`src/rtl/seq_mult_pkg.sv`:
```
// rtl/seq_mult_pkg.sv - shared types and constants for the sequential multiplier
// Purpose: FSM state encoding, default operand width and counter sizing helper.
// Ports: none (package).
// Configuration macro: SEQ_MULT_SIGNED_EN (consumed by seq_shift_add_mult).
package seq_mult_pkg;

  typedef enum logic [1:0] {
    IDLE = 2'd0,
    RUN  = 2'd1,
    DONE = 2'd2
  } state_t;

  localparam int DEFAULT_WIDTH = 5;

  // Step counter must hold WIDTH-1 for every legal WIDTH (2..16).
  function automatic int count_width(input int w);
    return $clog2(w) + 1;
  endfunction

endpackage

```
`src/rtl/seq_mult_addsub.sv`:
```
// rtl/seq_mult_addsub.sv - WIDTH+1-bit ripple adder/subtractor
// Purpose: computes x + y, or x - y when sub is high (invert y, carry-in 1).
// Ports:
//   x   in  WIDTH+1  left operand
//   y   in  WIDTH+1  right operand
//   sub in  1        0: add, 1: subtract
//   sum out WIDTH+1  result, carry-out discarded (caller sizes operands so none is lost)
module seq_mult_addsub #(
  parameter int WIDTH = 5
) (
  input  logic [WIDTH:0] x,
  input  logic [WIDTH:0] y,
  input  logic           sub,
  output logic [WIDTH:0] sum
);

  logic carry;
  logic yb;

  always_comb begin
    sum   = '0;
    carry = sub;
    yb    = 1'b0;
    for (int i = 0; i <= WIDTH; i++) begin
      yb     = y[i] ^ sub;
      sum[i] = x[i] ^ yb ^ carry;
      carry  = (x[i] & yb) | (carry & (x[i] ^ yb));
    end
  end

endmodule

```
`src/rtl/seq_shift_add_mult.sv`:
```
// rtl/seq_shift_add_mult.sv - sequential shift-and-add multiplier, one partial product per clock
// Purpose: multiplies a by b over WIDTH RUN cycles with a start/busy/done handshake.
// Ports:
//   CLOCK_50 in  1        system clock, rising edge
//   RST      in  1        asynchronous active-high reset
//   start    in  1        latch a/b and begin; honoured only in IDLE
//   a        in  WIDTH    multiplicand
//   b        in  WIDTH    multiplier
//   busy     out 1        high in RUN
//   done     out 1        one-cycle pulse when product updates
//   product  out 2*WIDTH  last result, held until the next done
// Configuration macro: SEQ_MULT_SIGNED_EN selects two's complement operands/result.
module seq_shift_add_mult
  import seq_mult_pkg::*;
#(
  parameter int WIDTH = DEFAULT_WIDTH
) (
  input  logic               CLOCK_50,
  input  logic               RST,
  input  logic               start,
  input  logic [WIDTH-1:0]   a,
  input  logic [WIDTH-1:0]   b,
  output logic               busy,
  output logic               done,
  output logic [2*WIDTH-1:0] product
);

  localparam int            CW   = count_width(WIDTH);
  localparam logic [CW-1:0] LAST = CW'(WIDTH - 1);

  state_t state, next_state;

  logic [WIDTH-1:0] mcand;
  logic [WIDTH-1:0] acc;
  logic [WIDTH-1:0] mplier;
  logic [CW-1:0]    count;

  logic             last_step;
  logic [WIDTH:0]   add_x;
  logic [WIDTH:0]   add_y;
  logic             add_sub;
  logic [WIDTH:0]   sum;

  assign last_step = (count == LAST);

`ifdef SEQ_MULT_SIGNED_EN
  // Sign-extend into the extra bit; the last multiplier bit carries weight
  // -2^(WIDTH-1), so it subtracts the multiplicand instead of adding it.
  assign add_x   = {acc[WIDTH-1], acc};
  assign add_y   = mplier[0] ? {mcand[WIDTH-1], mcand} : '0;
  assign add_sub = last_step & mplier[0];
`else
  assign add_x   = {1'b0, acc};
  assign add_y   = mplier[0] ? {1'b0, mcand} : '0;
  assign add_sub = 1'b0;
`endif

  seq_mult_addsub #(.WIDTH(WIDTH)) u_addsub (
    .x   (add_x),
    .y   (add_y),
    .sub (add_sub),
    .sum (sum)
  );

  always_ff @(posedge CLOCK_50 or posedge RST) begin
    if (RST) begin
      state <= IDLE;
    end else begin
      state <= next_state;
    end
  end

  always_comb begin
    next_state = state;
    busy       = 1'b0;
    case (state)
      IDLE: begin
        if (start) begin
          next_state = RUN;
        end
      end
      RUN: begin
        busy = 1'b1;
        if (last_step) begin
          next_state = DONE;
        end
      end
      DONE: begin
        next_state = IDLE;
      end
      default: begin
        next_state = IDLE;
      end
    endcase
  end

  always_ff @(posedge CLOCK_50 or posedge RST) begin
    if (RST) begin
      mcand   <= '0;
      acc     <= '0;
      mplier  <= '0;
      count   <= '0;
      product <= '0;
      done    <= 1'b0;
    end else begin
      done <= 1'b0;
      case (state)
        IDLE: begin
          if (start) begin
            mcand  <= a;
            mplier <= b;
            acc    <= '0;
            count  <= '0;
          end
        end
        RUN: begin
          // Shift {sum, mplier} right by one. sum's top bit is the carry
          // (unsigned) or the sign (signed), so this one form serves both.
          acc    <= sum[WIDTH:1];
          mplier <= {sum[0], mplier[WIDTH-1:1]};
          count  <= count + CW'(1);
        end
        DONE: begin
          product <= {acc, mplier};
          done    <= 1'b1;
        end
        default: begin
        end
      endcase
    end
  end

endmodule

```
`config.mk`:
```
export PLATFORM = sky130hd
export DESIGN_NAME = seq_shift_add_mult
export DESIGN_NICKNAME = d
export VERILOG_FILES = /design/src/rtl/seq_mult_pkg.sv /design/src/rtl/seq_mult_addsub.sv /design/src/rtl/seq_shift_add_mult.sv
export SDC_FILE = /design/constraint.sdc
export NUM_CORES = 1
export LEC_CHECK = 0
export CORE_ASPECT_RATIO = 1.2
export CORE_UTILIZATION = 47
export CTS_CLUSTER_DIAMETER = 50
export DETAILED_ROUTE_END_ITERATION = 10
export PLACE_DENSITY = 0.74
export SLEW_MARGIN = 30
export SYNTH_ARGS = -nofsm -noshare
export SYNTH_HDL_FRONTEND = slang
export SYNTH_HIERARCHICAL = 1
export SYNTH_SLANG_ARGS = --single-unit
```
`constraint.sdc`:
```
create_clock -name CLOCK_50 -period 2.6 [get_ports CLOCK_50]
set_input_delay 0.52 -clock CLOCK_50 [delete_from_list [all_inputs] [get_ports CLOCK_50]]
set_output_delay 0.52 -clock CLOCK_50 [all_outputs]
set_load 0.005 [all_outputs]
```
Word-level counts from Yosys, hierarchy flattened:

Cells that the tools add are included.

* register bits after elaboration: 32
* output and inout port bits: 12
* input bits: 13
* logic and storage cells: 53

* multiplexer cells: 12
* add/sub/neg operators: 1
* equal/unequal tests: 5
* reduce and logical (&&, ||, !) cells: 5
* bitwise operators: 23

Operators by type and width (count)
* 5-bit one-hot mux with 2 select lines: 2
* 5-bit 2-to-1 mux: 3
* 1-bit AND: 9
* 1-bit XOR: 9
* 4-bit one-hot mux with 2 select lines: 1
* 2-bit AND reduction: 3
* 4-bit by 1-bit adder with 4-bit output, second input constant: 1
* 4-bit by 3-bit equality test with 1-bit output, second input constant: 1
* 2-bit 2-to-1 mux: 2
* 4-bit 2-to-1 mux: 1
* 2-bit != test, second input constant: 2
* 1-bit bitwise OR: 4
* 2-bit one-hot mux with 2 select lines: 1
* 2-bit by 1-bit equality test with 1-bit output, second input constant: 1
* 2-bit equality test, second input constant: 1
* 2-bit zero test: 1
* 1-bit 2-to-1 mux: 2
* 2-bit nonzero test: 1
* 1-bit XOR, first input constant: 1

Logic depth before layout (Yosys ltp):

* depth in word-level cells: 12
* gate-level depth with buffers: 10
* depth with buffers taken out: 10

Cells and area by module:

Netlist, hierarchy kept.

Modules (own cells, without submodules)
* seq_shift_add_mult: times used 1, area each 1361.3 µm², cells each 117, seq. area each 800.8 µm²
* seq_mult_addsub: times used 1, area each 209.0 µm², cells each 22, seq. area each 0.0 µm²

Least setup slack after synthesis:

No wires, ideal clock.

* path kind: flip-flop to flip-flop
* from: register mplier[0]
* to: register acc[4]
* setup time: 65 ps
* data required time: 2535 ps
* buffers on the path: 0
* stages on the path, launching flop included: 11
* period minus slack after synthesis: 2610 ps
* setup slack: -10 ps
* arrival: 2545 ps
* cell sequence: dfrtp_1 -> and2_1 -> mux2i_1 -> fa_1 -> fa_1 -> fa_1 -> fa_1 -> xnor2_1 -> xnor2_1 -> nand2_1 -> nand2_1

* longest elaborated chain between the ends: 12
* elaborated cells between the ends (all ways): 20
* those cells by class: 2 x mux; 18 x bitwise

RTL lines
* from (decl): RTL line seq_shift_add_mult.sv:35 `logic [WIDTH-1:0] mplier;`
* from (signal assigned): RTL line seq_shift_add_mult.sv:120 `mplier <= {sum[0], mplier[WIDTH-1:1]};`
* 5-bit 2-to-1 mux: RTL line seq_shift_add_mult.sv:54 `assign add_y = mplier[0] ? {1'b0, mcand} : '0;`
* named net add_y[0]: RTL line seq_shift_add_mult.sv:40 `logic [WIDTH:0] add_y;`
* 1-bit AND (2 in series): RTL line seq_mult_addsub.sv:27 `carry = (x[i] & yb) | (carry & (x[i] ^ yb));`
* 1-bit bitwise OR: RTL line seq_mult_addsub.sv:27
* 1-bit AND: RTL line seq_mult_addsub.sv:27
* 1-bit bitwise OR: RTL line seq_mult_addsub.sv:27
* 1-bit AND: RTL line seq_mult_addsub.sv:27
* 1-bit bitwise OR: RTL line seq_mult_addsub.sv:27
* 1-bit AND: RTL line seq_mult_addsub.sv:27
* 1-bit bitwise OR: RTL line seq_mult_addsub.sv:27
* 1-bit XOR: RTL line seq_mult_addsub.sv:26 `sum[i] = x[i] ^ yb ^ carry;`
* named net sum[5]: RTL line seq_shift_add_mult.sv:42 `logic [WIDTH:0] sum;`
* 5-bit one-hot mux with 2 select lines: RTL line seq_shift_add_mult.sv:107 `case (state)`
* to (signal assigned): RTL line seq_shift_add_mult.sv:119 `acc <= sum[WIDTH:1];`
* to (decl): RTL line seq_shift_add_mult.sv:34 `logic [WIDTH-1:0] acc;`

The timed path passes the listed nets, and every way through them passes these cells.
A chain may end at the register's enable or synchronous reset.

Final worst setup path:

* from: register mplier[0]
* to: register acc[4]

* longest elaborated chain between the ends: 12
* elaborated cells between the ends (all ways): 20
* those cells by class: 2 x mux; 18 x bitwise

RTL lines (RTL line)
* 5-bit 2-to-1 mux (*): seq_shift_add_mult.sv:54
* named net add_y[1]: seq_shift_add_mult.sv:40
* 1-bit XOR: seq_mult_addsub.sv:27
* 1-bit AND: seq_mult_addsub.sv:27
* 1-bit bitwise OR (*): seq_mult_addsub.sv:27
* 1-bit AND (*): seq_mult_addsub.sv:27
* 1-bit bitwise OR (*): seq_mult_addsub.sv:27
* 1-bit AND (*): seq_mult_addsub.sv:27
* 1-bit bitwise OR (*): seq_mult_addsub.sv:27
* 1-bit AND (*): seq_mult_addsub.sv:27
* 1-bit bitwise OR (*): seq_mult_addsub.sv:27
* 1-bit XOR (*): seq_mult_addsub.sv:26
* named net sum[5]: seq_shift_add_mult.sv:42
* 5-bit one-hot mux with 2 select lines (*): seq_shift_add_mult.sv:107

Mark *: on every way through the listed nets, which the timed path passes. The rest lies on a longest branch.

==> reports/qor.txt <==
GP Congestion: 0.776
Diodes inserted: 0
Final min period: 2.55 ns
GRT Overall Usage: 0.204
Fin worst setup slack: 0.0530 ns
Delay-heaviest family, CP: adder cells
Post-DP HPWL: 2.06 mm
DR WL/cell: 14.2 µm
Gr ovfl total: 0
Die area: 3580 µm²
Total of max-cap violations: 0
Slew Limit Fails: 0
PwrDens: 1190 nW/µm²
Worst Path Max Fanout: 4
ANT nets after route: 0
Unrepaired setup endpoints after global routing: true
Final hold vios: 0
Peak Freq: 393 MHz
NetSw: 0.823 mW
Largest net degree at the start of global routing: 33
Warnings from Yosys: 6
Max IR drop VDD: 0.000668 V
Worst path max stage delay: 0.40 ns
Share of cells above drive strength 1: 0.233
Die Ht: 65.3 µm
Leak Pwr: 0.905 nW
Fin crit share: 0.980
CTS root buffer: clkbuf_4
Clock sinks: 32
Worst-Skew Late Latency: 0.33 ns
Clk buf depth: 2
1st-iter DRT viols: 21
Vias/cell: 5.10
Flop pwr share: 0.394
Clk pwr share: 0.134
Final setup viols: 0
Instance count on the critical path: 10
Fin util: 0.632
I/O Buffers: 24
Mapped Avg Cell Area: 11.3 µm²
CTS tree: yes
CTS clock-pin slew for the worst setup and hold paths: 0.10 ns
Endpoint class of the critical path: flop
Worst reg2reg path depth: 10
Sw frac: 0.351
Vias in the first global route: 1120
CP max stage cell: dfrtp_1
Crit start category: flop
Vias: 1061
Pre-CTS WS: -0.164 ns
Crit path DAT: 2.82 ns
Most used cell, CP: fa_2
TritonCTS Buffers: 5
Actual slew at the worst max-slew pin: 0.587 ns
Synth cell types: 31
Worst-path cell chain: and2_4, xnor2_2, fa_2, fa_2, fa_2, fa_2, xnor2_2, xnor2_1, nand2_1, nand2_1
Crit path buffers/inverters: 0
Final Net Count: 191
Worst Hold Depth: 1
Post-synthesis register bit count: 32
Crit Path Class: reg2reg
Tot Pwr: 2.35 mW
Area growth syn-to-layout: 25.2%
Initial core utilization: 0.505
Clock Skews: 0.0105 ns
TritonRoute pass-1 iters: 4
DRC: 0
# H-tree levels: 2
Chip width: 54.8 µm
Internal power: 1.52 mW
First-pass GRT wire length: 5.05 mm
# IOs: 25
Req. time, crit path: 2.87 ns
Comb power frac: 0.472
Slew HR: 0.609
Initial antenna violation count: 0
Result of the run: finished, final reports clean
Core ar.: 3110 µm²
WL final: 2.95 mm
Register area share after synthesis: 0.510
Hold crit path type: reg2reg
Mapped Cells: 139
Fillers: 250
Row count: 22
Synthesized area: 1570 µm²
[cells in the final DEF (no fill, tap or decap), types with 2 or more instances in the layout]
cell              n
clkbuf_4          5
nor2b_1           2
nand3_1           6
fa_2              4
and2_1            3
a21oi_1           2
and2_4            2
mux2i_1           2
and3b_1           2
nand2_1          20
clkbuf_8          2
dfrtp_1          31
mux2_4            2
xnor2_2           3
a22oi_1           3
buf_4             7
inv_1            11
o21ai_0           8
ha_1              2
clkdlybuf4s50_1  24
conb_1            3
mux2_2           13
xnor2_1           4
[worst reg2reg max path, cell delays in order, from the launching register on]
cell	delay, ns
dfrtp_1	0.40
and2_4	0.17
xnor2_2	0.08
fa_2	0.37
fa_2	0.34
fa_2	0.35
fa_2	0.36
xnor2_2	0.15
xnor2_1	0.14
nand2_1	0.06
nand2_1	0.07
[per-layer routing]
metal / share of wire / GRT usage / wire (µm)
met1: 0.44 / 0.245 / 1310
met3: 0.042 / 0.0718 / 125
met5: 0 / 0 / 0
met2: 0.50 / 0.322 / 1470
met4: 0.016 / 0.0865 / 48
[synth_stat cells (all sizes together)]
cell / n / area, µm²
dfrtp: 32 / 801
nand2: 20 / 75.1
mux2: 15 / 176
inv: 12 / 45.0
o21ai: 8 / 40.0
xnor2: 7 / 68.8
buf: 6 / 42.5
nand3: 6 / 30.0
and2: 5 / 31.3
fa: 4 / 80.1
a22oi: 3 / 22.5
a21oi: 2 / 10.0
and3b: 2 / 17.5
ha: 2 / 25.0
mux2i: 2 / 20.0
nor2b: 2 / 12.5
and2b: 1 / 7.51
clkbuf: 1 / 3.75
conb: 1 / 3.75
nand2b: 1 / 6.26
nand3b: 1 / 7.51
nand4: 1 / 6.26
nor3: 1 / 5.00
o21bai: 1 / 7.51
o31ai: 1 / 7.51
or3b: 1 / 8.76
xor2: 1 / 8.76
[cell families after synthesis]
| group | count (synthesis) | synth area share |
|---|---|---|
| simple gates | 41 | 0.132 |
| fa+ha+maj | 6 | 0.0669 |
| mux | 17 | 0.125 |
| compound gates | 15 | 0.0558 |
| buf+inv | 19 | 0.0582 |
| other cells | 1 | 0.00239 |
| xor+xnor | 8 | 0.0494 |
| flops | 32 | 0.510 |
[state kept, by name, indices dropped and copies added, names as in the netlist]
name / cells
product: 10
mplier: 5
mcand: 5
acc: 5
count: 4
state: 2
done: 1
[power by group through the flow]
stage / logic, mW / clock network, mW / registers [mW]
floorplan: 0.708 / 0 / 0.881
global placement: 1.01 / 0 / 0.910
detailed placement: 1.05 / 0 / 0.932
CTS: 1.11 / 0.320 / 0.921
global route: 1.25 / 0.344 / 0.963
finish: 1.11 / 0.313 / 0.926
[final cells by class]
class                           instances  area (µm²)  share of cell area
Multi-Input combinational cell         90         716               0.364
Inverter                               12        45.0              0.0229
Sequential cell                        32         802               0.408
Timing Repair Buffer                   31         293               0.149
Tap cell                               36        45.0              0.0229
Clock buffer                            7        65.1              0.0331
[through the flow]
step	cell area (µm²)	TNS (ns)	hold slack (ns)	std cells
detailed placement	1860	-0.164	0.471	199
global placement	1860	-0.00492	0.465	199
global route	1970	-0.0522	0.540	208
floorplan	1580	0	0.447	141
finish	1970	0	0.492	208
CTS	1960	0	0.485	208
[repair_timing]
item | in CTS | in global routing
gates resized for setup | 6 | 2
hold buffers | 0 | 0
setup endpoints to repair | 2 | 2
pin swaps | 1 | 1
endpoints found under the hold margin | 0 | 0
buffers inserted | 2 | 0
[path summary, 6_finish.rpt]
check / slack [ns] / to / startpoint
worst max-delay path: 0.05 / acc[4]$_DFFE_PP0P_ / mplier[0]$_DFFE_PP0P_
worst min-delay path: 0.49 / state[1]$_DFFE_PP0P_ / count[3]$_DFFE_PP0P_
worst max register to register: 0.05 / acc[4]$_DFFE_PP0P_ / mplier[0]$_DFFE_PP0P_
worst min register to register: 0.49 / state[1]$_DFFE_PP0P_ / count[3]$_DFFE_PP0P_
max in group asynchronous: 1.73 / state[0]$_DFFE_PP0P_ / RST
min in group asynchronous: 0.57 / acc[2]$_DFFE_PP0P_ / RST
Note: power is estimated with default switching activity, not from simulation.
==> patch (same flow settings) <==
Re-encode `state_t` (3 states) as one-hot, 3 bits wide.
--- a/src/rtl/seq_mult_pkg.sv
+++ b/src/rtl/seq_mult_pkg.sv
@@ -4,10 +4,10 @@
 // Configuration macro: SEQ_MULT_SIGNED_EN (consumed by seq_shift_add_mult).
 package seq_mult_pkg;
 
-  typedef enum logic [1:0] {
-    IDLE = 2'd0,
-    RUN  = 2'd1,
-    DONE = 2'd2
+  typedef enum logic [2:0] {
+    IDLE = 3'b001,
+    RUN  = 3'b010,
+    DONE = 3'b100
   } state_t;
 
   localparam int DEFAULT_WIDTH = 5;
Check against the original RTL: same outputs for any inputs over 10 cycles, from zero or initial values and one cycle with RST high; not proved beyond that.
==> patch against the original RTL <==
Sequential cell count rose by 1. Final area rose by 2.0%. Total power fell by 21%. Setup slack barely moved. Wire length fell by 2.0%. Area after synthesis rose by 2.8%. Critical path depth fell by 1. Sequential share of layout area rose by 0.46 points. Critical endpoint unchanged. Highest routed layer unchanged.
==> patch: results (changes against the original RTL) <==
status: completed
Post-synth top cells: dfrtp_1, nand2_1, mux2_2, inv_1, mux2i_1
largest net degree at the start of global routing: 34 (+3.0%)
DRT iter0 DRCs: 24 (+14%)
Filler cells: 264 (+5.6%)
WP data arrival: 2.83 ns (about the same)
combinational power: 0.778 mW (-30%)
share of cells above drive strength 1: 25.1% (+1.9 points)
Total Wirelength: 2.89 mm (-2.0%)
Adder-Cell Fraction of Synth Area: 6.51% (-0.18 points)
switching share of power: 36.1% (+1.0 points)
fraction of area in multi-input gates: 36.3% (-0.080 points)
clock slew at reported path FFs: 0.10 ns (about the same)
dpl ws: -0.133 ns (+0.0307 ns)
placed cell count: 198 (-0.50%)
dpl hpwl: 2.05 mm (-0.36%)
Post-CTS Setup Bufs: 1 (-1)
post-synthesis compound-gate area fraction: 4.81% (-0.77 points)
Worst Path Max Fanout: 3 (-1)
sequential area share after synthesis: 51.2% (+0.24 points)
Synth Area in XOR/XNOR: 4.81% (-0.13 points)
Int Power: 1.18 mW (-22%)
Worst VDD drop: 0.514 mV (-23%)
clock skew: 0.00863 ns (-0.00191 ns)
cell count after synthesis: 134 (-3.6%)
post_cts resized: 3 (-3)
Seq cells post-synth: 33 (+3.1%)
drt pass-1 iters: 4 (unchanged)
average wire per standard cell: 14.0 µm (-1.5%)
met2 Track Usage GR: 30.3% (-2.0 points)
global placement routability congestion: 0.776 (about the same)
leak pwr: 0.916 nW (+1.3%)
NumNets Final: 189 (-1.0%)
Non-CTS inverters: 11 (-1)
Register Area: 827 µm² (+3.1%)
Data buffer area share: 15.4% (+0.46 points)
M3 GR Usage: 5.48% (-1.7 points)
Vias: 1068 (+0.66%)
vias in the first global route: 1089 (-2.8%)
reg2reg path depth: 9 (-1)
#MultiIn Comb: 86 (-4.4%)
grt met1 use: 21.5% (-2.9 points)
gr usage total: 18.2% (-2.2 points)
first-pass GRT wire length: 5.00 mm (-1.1%)
number of non-clock buffers: 33 (+6.5%)
## patch: changes by cell type after synthesis, moves of 3 or more
cell	change
a22o_1	+6
a22oi_1	-3
buf_2	-4
mux2i_1	+7
nand2_1	+3
nand3_1	-5
o21ai_0	-3
## patch: metrics by stage
stage          TNS [ns]  hold WS (ns)  area [µm²]
3_3_place_gp    -0.0741         0.452        1910
6_report              0         0.477        2000
3_5_place_dp     -0.179         0.457        1910
2_1_floorplan         0         0.437        1620
5_1_grt         -0.0684         0.496        2000
4_1_cts               0         0.483        1980
## patch: final timing paths
kind | start | to | slack [ns]
worst max register to register | mplier[0] | acc[4] | 0.05
worst min-delay path | count[3] | count[3] | 0.48
worst max-delay path | mplier[0] | acc[4] | 0.05
max in group asynchronous | RST | state[0] | 1.73
min in group asynchronous | RST | product[6] | 0.55
worst min register to register | count[3] | count[3] | 0.48
## patch: layer usage
layer / wire [µm] / vias to the layer above
li1: - / 508
met1: 1300 / 538
met2: 1440 / 16
met3: 89 / 6
met4: 57 / 0
met5: 0 / -
